<file path="src/rtl/nabp_mapper_pkg.sv">
// Shared widths, angle count and generated initial coefficient tables
// for the NABP angle mapper.
package nabp_mapper_pkg;

  localparam int DEF_ANGLE_W    = 8;
  localparam int DEF_NUM_ANGLES = 180;
  localparam int DEF_PART_W     = 16;
  localparam int DEF_BASE_W     = 20;

  function automatic logic [DEF_PART_W-1:0] init_part(input int i);
    return DEF_PART_W'(i * 257);
  endfunction

  function automatic logic [DEF_BASE_W-1:0] init_base(input int i);
    return DEF_BASE_W'(i * 1031 - 32768);
  endfunction

endpackage

</file>
<file path="src/rtl/nabp_mapper_table.sv">
// 1-write/1-read synchronous coefficient RAM, preloaded with the
// package tables; a same-cycle read of a written entry sees old data.
module nabp_mapper_table
  import nabp_mapper_pkg::*;
#(
  parameter int DEPTH = DEF_NUM_ANGLES / 2 + 1,
  parameter int AW    = $clog2(DEPTH),
  parameter int PW    = DEF_PART_W,
  parameter int BW    = DEF_BASE_W
) (
  input  logic          clk,
  input  logic          we,
  input  logic [AW-1:0] wa,
  input  logic [PW-1:0] wp,
  input  logic [BW-1:0] wb,
  input  logic          re,
  input  logic [AW-1:0] ra,
  output logic [PW-1:0] rp,
  output logic [BW-1:0] rb
);

  typedef logic [PW-1:0] pmem_t [DEPTH];
  typedef logic [BW-1:0] bmem_t [DEPTH];

  function automatic pmem_t gen_p();
    pmem_t m;
    for (int i = 0; i < DEPTH; i++)
      m[i] = PW'(init_part(i));
    return m;
  endfunction

  function automatic bmem_t gen_b();
    bmem_t m;
    for (int i = 0; i < DEPTH; i++)
      m[i] = BW'(init_base(i));
    return m;
  endfunction

  pmem_t mem_p = gen_p();
  bmem_t mem_b = gen_b();

  always_ff @(posedge clk) begin
    if (we) begin
      mem_p[wa] <= wp;
      mem_b[wa] <= wb;
    end
    if (re) begin
      rp <= mem_p[ra];
      rb <= mem_b[ra];
    end
  end

endmodule

</file>
<file path="src/rtl/nabp_mapper_lut_sym.sv">
// Angle -> (accu_part, accu_base) lookup, two register stages, with an
// optional half-turn symmetry fold that negates the base on the far half.
module nabp_mapper_lut_sym
  import nabp_mapper_pkg::*;
#(
  parameter int ANGLE_W    = DEF_ANGLE_W,
  parameter int NUM_ANGLES = DEF_NUM_ANGLES,
  parameter int PART_W     = DEF_PART_W,
  parameter int BASE_W     = DEF_BASE_W,
  parameter int MIRROR     = 1
) (
  input  logic               clk,
  input  logic               reset_n,
  input  logic               in_valid,
  output logic               in_ready,
  input  logic [ANGLE_W-1:0] in_angle,
  output logic               out_valid,
  input  logic               out_ready,
  output logic [ANGLE_W-1:0] out_angle,
  output logic [PART_W-1:0]  out_accu_part,
  output logic [BASE_W-1:0]  out_accu_base,
  output logic               out_err,
  input  logic               wr_en,
  input  logic [ANGLE_W-1:0] wr_addr,
  input  logic [PART_W-1:0]  wr_part,
  input  logic [BASE_W-1:0]  wr_base
);

  localparam int HALF  = NUM_ANGLES / 2;
  localparam int DEPTH = (MIRROR != 0) ? HALF + 1 : NUM_ANGLES;
  localparam int TW    = $clog2(DEPTH);

  localparam logic [BASE_W-1:0] BMIN =
    {1'b1, {(BASE_W-1){1'b0}}};
  localparam logic [BASE_W-1:0] BMAX =
    {1'b0, {(BASE_W-1){1'b1}}};

  logic               en1;
  logic               en2;
  logic               s1_valid;
  logic               s1_err;
  logic               s1_neg;
  logic [ANGLE_W-1:0] s1_angle;

  int                 ai;
  logic               f_err;
  logic               f_neg;
  logic               rd_en;
  logic [TW-1:0]      rd_addr;
  logic               wr_ok;
  logic [PART_W-1:0]  rd_part;
  logic [BASE_W-1:0]  rd_base;
  logic [PART_W-1:0]  m_part;
  logic [BASE_W-1:0]  m_base;

  assign en2      = !out_valid || out_ready;
  assign en1      = !s1_valid || en2;
  assign in_ready = en1;
  assign wr_ok    = wr_en && (int'(wr_addr) < DEPTH);

  always_comb begin
    ai      = int'(in_angle);
    f_err   = ai >= NUM_ANGLES;
    f_neg   = 1'b0;
    rd_addr = TW'(ai);
    if (MIRROR != 0 && ai > HALF) begin
      f_neg   = 1'b1;
      rd_addr = TW'(NUM_ANGLES - ai);
    end
    rd_en = en1 && in_valid && !f_err;
  end

  nabp_mapper_table #(
    .DEPTH (DEPTH),
    .AW    (TW),
    .PW    (PART_W),
    .BW    (BASE_W)
  ) u_table (
    .clk (clk),
    .we  (wr_ok),
    .wa  (TW'(wr_addr)),
    .wp  (wr_part),
    .wb  (wr_base),
    .re  (rd_en),
    .ra  (rd_addr),
    .rp  (rd_part),
    .rb  (rd_base)
  );

  always_ff @(posedge clk) begin
    if (!reset_n) begin
      s1_valid <= 1'b0;
      s1_err   <= 1'b0;
      s1_neg   <= 1'b0;
      s1_angle <= '0;
    end else if (en1) begin
      s1_valid <= in_valid;
      s1_err   <= f_err;
      s1_neg   <= f_neg;
      s1_angle <= in_angle;
    end
  end

  // the single unrepresentable negation clamps to the positive limit
  always_comb begin
    m_part = rd_part;
    m_base = rd_base;
    unique case (1'b1)
      s1_err: begin
        m_part = '0;
        m_base = '0;
      end
      !s1_err && !s1_neg: ;
      !s1_err && s1_neg && rd_base == BMIN:
        m_base = BMAX;
      !s1_err && s1_neg && rd_base != BMIN:
        m_base = '0 - rd_base;
      default: ;
    endcase
  end

  always_ff @(posedge clk) begin
    if (!reset_n) begin
      out_valid     <= 1'b0;
      out_err       <= 1'b0;
      out_angle     <= '0;
      out_accu_part <= '0;
      out_accu_base <= '0;
    end else if (en2) begin
      out_valid <= s1_valid;
      if (s1_valid) begin
        out_err       <= s1_err;
        out_angle     <= s1_angle;
        out_accu_part <= m_part;
        out_accu_base <= m_base;
      end
    end
  end

endmodule

</file>
<file path="config.mk">
export PLATFORM = sky130hd
export DESIGN_NAME = nabp_mapper_lut_sym
export DESIGN_NICKNAME = d
export VERILOG_FILES = /design/src/rtl/nabp_mapper_pkg.sv /design/src/rtl/nabp_mapper_table.sv /design/src/rtl/nabp_mapper_lut_sym.sv
export SDC_FILE = /design/constraint.sdc
export NUM_CORES = 2
export LEC_CHECK = 0
export CAP_MARGIN = 20
export CORE_MARGIN = 1.5
export CORE_UTILIZATION = 45
export DETAILED_ROUTE_END_ITERATION = 12
export PLACE_DENSITY_LB_ADDON = 0.12
export SLEW_MARGIN = 30
export SYNTH_ARGS = -nofsm -noshare
export SYNTH_HDL_FRONTEND = slang
export SYNTH_SLANG_ARGS = --single-unit
</file>
<file path="constraint.sdc">
create_clock -name clk -period 8 [get_ports clk]
set_input_delay 1.6 -clock clk [delete_from_list [all_inputs] [get_ports clk]]
set_output_delay 1.6 -clock clk [all_outputs]
set_load 0.02 [all_outputs]
</file>
* Word level (Yosys, flattened, before mapping)
Memories as Yosys holds them, arrays and structs flattened. A register that Yosys moved wholly into a read port is not among the register bits. Index checks and enable logic that the tools add are counted.
Word-level totals: bits in registers 57, latch bits 0, memory bits (writable) 3276, ROM bits 0, output and inout port bits 47, memories 2
Cells by class: $add $sub $neg 2, multipliers 0, divide/modulo/power cells 0, magnitude comparators 3, eq/ne operators 2, shifts and indexed selects 0, mux-type cells 6, bitwise logic cells 0, reductions and logical operators 13
Memories:
- u_table.mem_b | depth 91, bits a word 20, read ports 1, clocked after Yosys merged registers in 1, wr ports 1, RTL line nabp_mapper_table.sv:40 | bmem_t mem_b = gen_b();
- u_table.mem_p | depth 91, bits a word 16, read ports 1, clocked after Yosys merged registers in 1, wr ports 1, RTL line nabp_mapper_table.sv:39 | pmem_t mem_p = gen_p();
Operators with widths (number):
- case mux 20 bit (3 select lines) | 1
- equality test 20 bit, second input constant | 1
- != test 20 bit, second input constant | 1
- subtractor 1 x 20 -> 20 bit, first input constant | 1
- 2-to-1 mux 16 bit | 1
- >= comparator 8 bit, second input constant | 1
- > comparator 8 x 7 -> 1 bit, second input constant | 1
- less-than comparator 8 x 7 -> 1 bit, second input constant | 1
- 2-to-1 mux 7 bit | 1
- subtractor 6 x 7 -> 7 bit, first input constant | 1
- logical AND 1 bit | 6
- zero test 1 bit | 4
- 2-to-1 mux 1 bit | 3
- logical OR 1 bit | 2
- AND reduction 2 bit | 1

* Longest topological paths before layout
depth after elaboration 5, mapped depth 15, gate-level depth less buffers 10

* Hierarchy
Synthesis repeated with hierarchy kept, for this count alone.
Second synthesis, totals: cell total of the unflattened synthesis 5886, area, all modules 128995.0 µm²
By module, submodules not included:
- nabp_mapper_table | instances 1, cells each 5521, area an instance 125989.6 µm²
- nabp_mapper_lut_sym | instances 1, cells each 365, area an instance 3005.4 µm²

* Worst setup path before layout
Ideal clock, no wire load.
path type input -> register, start point input wr_addr[0], end point memory u_table.mem_b[24][0] (netlist bit) (enable), setup time 429 ps, arrival 4238 ps, slack 3333 ps, stages 7, path buffers 1, path through a21oi_1 > nor2_1 > o21ai_0 > nor4bb_1 > nand2_1 > clkbuf_1 > nor2_1
Between the ends: cells in the longest elaborated chain, start to end 4
RTL lines:
- from (decl) | RTL line nabp_mapper_lut_sym.sv:24 | input logic [ANGLE_W-1:0] wr_addr,
- less-than comparator 8 x 7 -> 1 bit | RTL line nabp_mapper_lut_sym.sv:59 | assign wr_ok = wr_en && (int'(wr_addr) < DEPTH);
- logical AND 1 bit | RTL line nabp_mapper_lut_sym.sv:59
- 2-to-1 mux 1 bit | RTL line nabp_mapper_table.sv:43 | if (we) begin
- 2-to-1 mux 1 bit (implied by the code) | RTL line nabp_mapper_table.sv:45 | mem_b[wa] <= wb;
- to (decl) | RTL line nabp_mapper_table.sv:40
Several ways; a longest one is shown, not always the timed one.

* Worst setup path after layout
start point input in_angle[1], end point register u_table.rb[17] (read register of u_table.mem_b), data pin
Between the ends: cells in the longest elaborated chain, start to end 3
RTL lines:
- from (decl) | RTL line nabp_mapper_lut_sym.sv:16 | input logic [ANGLE_W-1:0] in_angle,
- >= comparator 8 bit | RTL line nabp_mapper_lut_sym.sv:63 | f_err = ai >= NUM_ANGLES;
- zero test 1 bit | RTL line nabp_mapper_lut_sym.sv:70 | rd_en = en1 && in_valid && !f_err;
- logical AND 1 bit | RTL line nabp_mapper_lut_sym.sv:70
- to (decl) | RTL line nabp_mapper_table.sv:19 | output logic [BW-1:0] rb
Several ways; a longest one is shown, not always the timed one. A chain may end at the register's enable or synchronous reset.

==> results.tsv <==
metric	value	unit
Post-Route Skew	0.0709	ns
Hold WC Path Type	reg -> reg	
#FFs+latches synth	3369	
gr busiest metal	met2	
pre-CTS WS	1.27	ns
min-delay src	out_err$_SDFFE_PN0P_	
Setup Viol. Count Final	0	
post-placement cell area	138000	µm²
syn_nets	7079	
final worst slack	2.04	ns
worst-margin pin slew	1.18	ns
initial antenna violation count	32	
final hold vios	0	
area grow syn2layout	14.6	%
Post-synth EDFFs	3312	
vias	70900	
vias in the first global route	68200	
YS warnings	0	
worst-path cell chain	clkdlybuf4s50_1 -> inv_1 -> ha_1 -> o21ba_2 -> a222oi_1 -> buf_4 -> buf_12 -> buf_4 -> mux4_2 -> o2111ai_1 -> nand3_1 -> nor4_1 -> nor3_1	
syn_area_per_cell	18.6	µm²
clock buffer depth	4	
Worst path slowest cell	nor4_1	
Hold Slack	0.464	ns
# DRC	0	
Overall Global Routing Usage	27.1	%
routing usage on met2	42.1	%
GPL Wtd Cong	0.881	
Slew Limit Fails	0	
Remaining Overflow, GRT	0	
final WL	401	mm
sequential share of the synthesized area	77.2	%
worst path bufs/invs	5	
met1 GRT Util	39.1	%
CTS Buf Count	356	
Worst Setup SP	in_angle[1]	
P_leak	47.9	nW
DR WL/cell	35.1	µm
die area	293000	µm²
cts hold-fix bufs	0	
post-CTS setup buffer count	0	
CP delay by family, top	buffers and inverters	
Slew HR	20.7	%
Initial Util	45.2	%
WS Path Type	in -> reg	
crit-path max cell delay	0.85	ns
TritonRoute pass-1 iters	5	
Core ar.	288000	µm²
ratio of cells with drive above 1 in the final layout	19.3	%
peak supply drop	0.212	mV
commonest cells after routing, fill and taps aside	3312 x edfxtp_1, 750 x nand2_1, 462 x mux4_2	
DRT iter0 DRCs	9537	
Max-Cap Viols	0	
clock power share	41.8	%
period utilization	74.5	%
io pins	104	
RSZ-0062 raised after global routing	false	
ANT nets after route	0	
startpoint class of the critical path	input pin	
largest net degree at the start of global routing	111	
commonest non-fill, non-tap cell in the layout	edfxtp_1	
Filler Cells Inserted	23000	
die extent in y	541	µm
CTS tree	yes	
Setup crit end kind	flip-flop	
Fmax	168	MHz
RR Startpoint	u_table.rb[5]$_DFFE_PP_	
Mapped Cells	7020	
post-CTS sizing	0	
Clock Latency Late Sink	0.99	ns
asr flop ratio synth	0	%
Top FF cell, synth	edfxtp_1	
status	finished clean	
post-route cell area	149000	µm²
port bufs	103	
TNS Setup	0	ns
min cycle time layout	5.96	ns
Crit path depth	13	
met3 usage	3.48	%
HPWL Detailed	244	mm
row count	197	
final core occ	51.8	%
first-pass GRT wire length	554	mm
crit path DAT	6.59	ns
CTS root buffer	clkbuf_16	
Combinational Power Share	8.2	%
Vias per Instance	6.20	
die width	541	µm
share of power burned in registers	50.0	%
Worst EP required	8.64	ns
CP max FO	48	
Critical Path Most Common Cell	buf_4	
clock transition at the registers of the reported paths	0.06	ns
area occupied by multi-input gates	28700	µm²
Reg2Reg Depth	6	
FF+latch area	101000	µm²
CTS sink cnt	3369	
H-Tree Depth	5	
hold path cells	2	
Int Pwr	0.0297	W
sw frac	23.9	%
switching power total	0.00934	W
Syn Std Cell Area	130000	µm²
synth unique cells	68	
Nets	7412	
power per cell area	261	nW/µm²
[path summary, 6_finish.rpt]
| check | slack [ns] | endpoint |
|---|---|---|
| setup / recovery | 2.04 | u_table.rb[17]$_DFFE_PP_ |
| hold / removal | 0.46 | out_err$_SDFFE_PN0P_ |
| setup reg to reg | 4.68 | out_accu_base[10]$_SDFFE_PN0P_ |
| hold reg to reg | 0.46 | out_err$_SDFFE_PN0P_ |
[per-layer routing]
layer | wire length [µm] | up-vias
met5 | 9 | -
met4 | 17000 | 2
met3 | 31000 | 586
met2 | 187000 | 3312
met1 | 166000 | 37900
li1 | - | 29100
[sequential cells by signal, summed over array words and instances (netlist names), 8 cells and up]
name,flops
out_accu_part,16
u_table.mem_p,1456
u_table.rp,16
u_table.mem_b,1820
out_angle,8
s1_angle,8
out_accu_base,20
u_table.rb,20
[synth_stat cells, types with 21 or more instances]
cell type | n | area [µm²]
o2111ai_1 | 52 | 455
a32o_1 | 35 | 350
mux2i_1 | 450 | 4500
nor4_1 | 39 | 244
o22ai_1 | 36 | 225
clkbuf_1 | 227 | 852
o21ai_0 | 95 | 475
nand4_1 | 40 | 250
nor2b_1 | 52 | 325
o221ai_1 | 55 | 482
nand3_1 | 218 | 1090
mux4_2 | 462 | 10400
nor3_1 | 45 | 225
a22oi_1 | 55 | 413
a21boi_0 | 35 | 263
buf_2 | 114 | 571
dfxtp_1 | 57 | 1140
edfxtp_1 | 3312 | 99500
o211a_1 | 21 | 210
a31oi_1 | 21 | 131
buf_4 | 42 | 315
nor2_1 | 187 | 702
nand2_1 | 754 | 2830
a21oi_1 | 191 | 956
buf_1 | 38 | 143
o2111a_1 | 35 | 394
o21ai_1 | 22 | 110
a211oi_1 | 82 | 616
[cell families (layout without fill, tap and decap cells)]
kind of cell	count (synthesis)	after routing	synth area share [%]
flops	3369	3369	77.2
simple gates	1403	1403	4.75
mux	928	928	11.6
compound gates	862	862	4.78
buf+inv	437	1061	1.54
xor+xnor	19	19	0.128
fa+ha+maj	2	2	0.0192
other cells	0	13	0
[worst reg2reg max path, cell delays in order, from the launching register on]
cell and delay (ns):
edfxtp_1 0.51, nor4_1 0.56, nand4b_1 0.26, or3_1 0.45, o41a_1 0.66, o21ai_0 0.55
o211a_1 0.27
[cell type report]
class	count	area share (%)
clock buffers	433	6.19
flip-flops and latches	3369	67.4
clock inverters	216	1.48
repair buffers	404	2.51
inverters	8	0.0201
well taps	3781	3.17
multi-input cells	3214	19.2
diodes	13	0.0218
[power by group through the flow]
stage	clock network, W	registers, W	logic [W]
floorplan	0	0.0199	0.00160
global placement	0	0.0199	0.00314
detailed placement	0	0.0199	0.00319
CTS	0.0165	0.0195	0.00320
global route	0.0171	0.0195	0.00333
finish	0.0163	0.0195	0.00320
[through the flow]
stage	instances	power [W]
final	11400	0.0390
after global placement	10800	0.0230
after floorplan	7020	0.0215
after detailed placement	10800	0.0231
after CTS	11400	0.0392
after global routing	11400	0.0400
No activity file was read; power rests on OpenSTA's default activity.
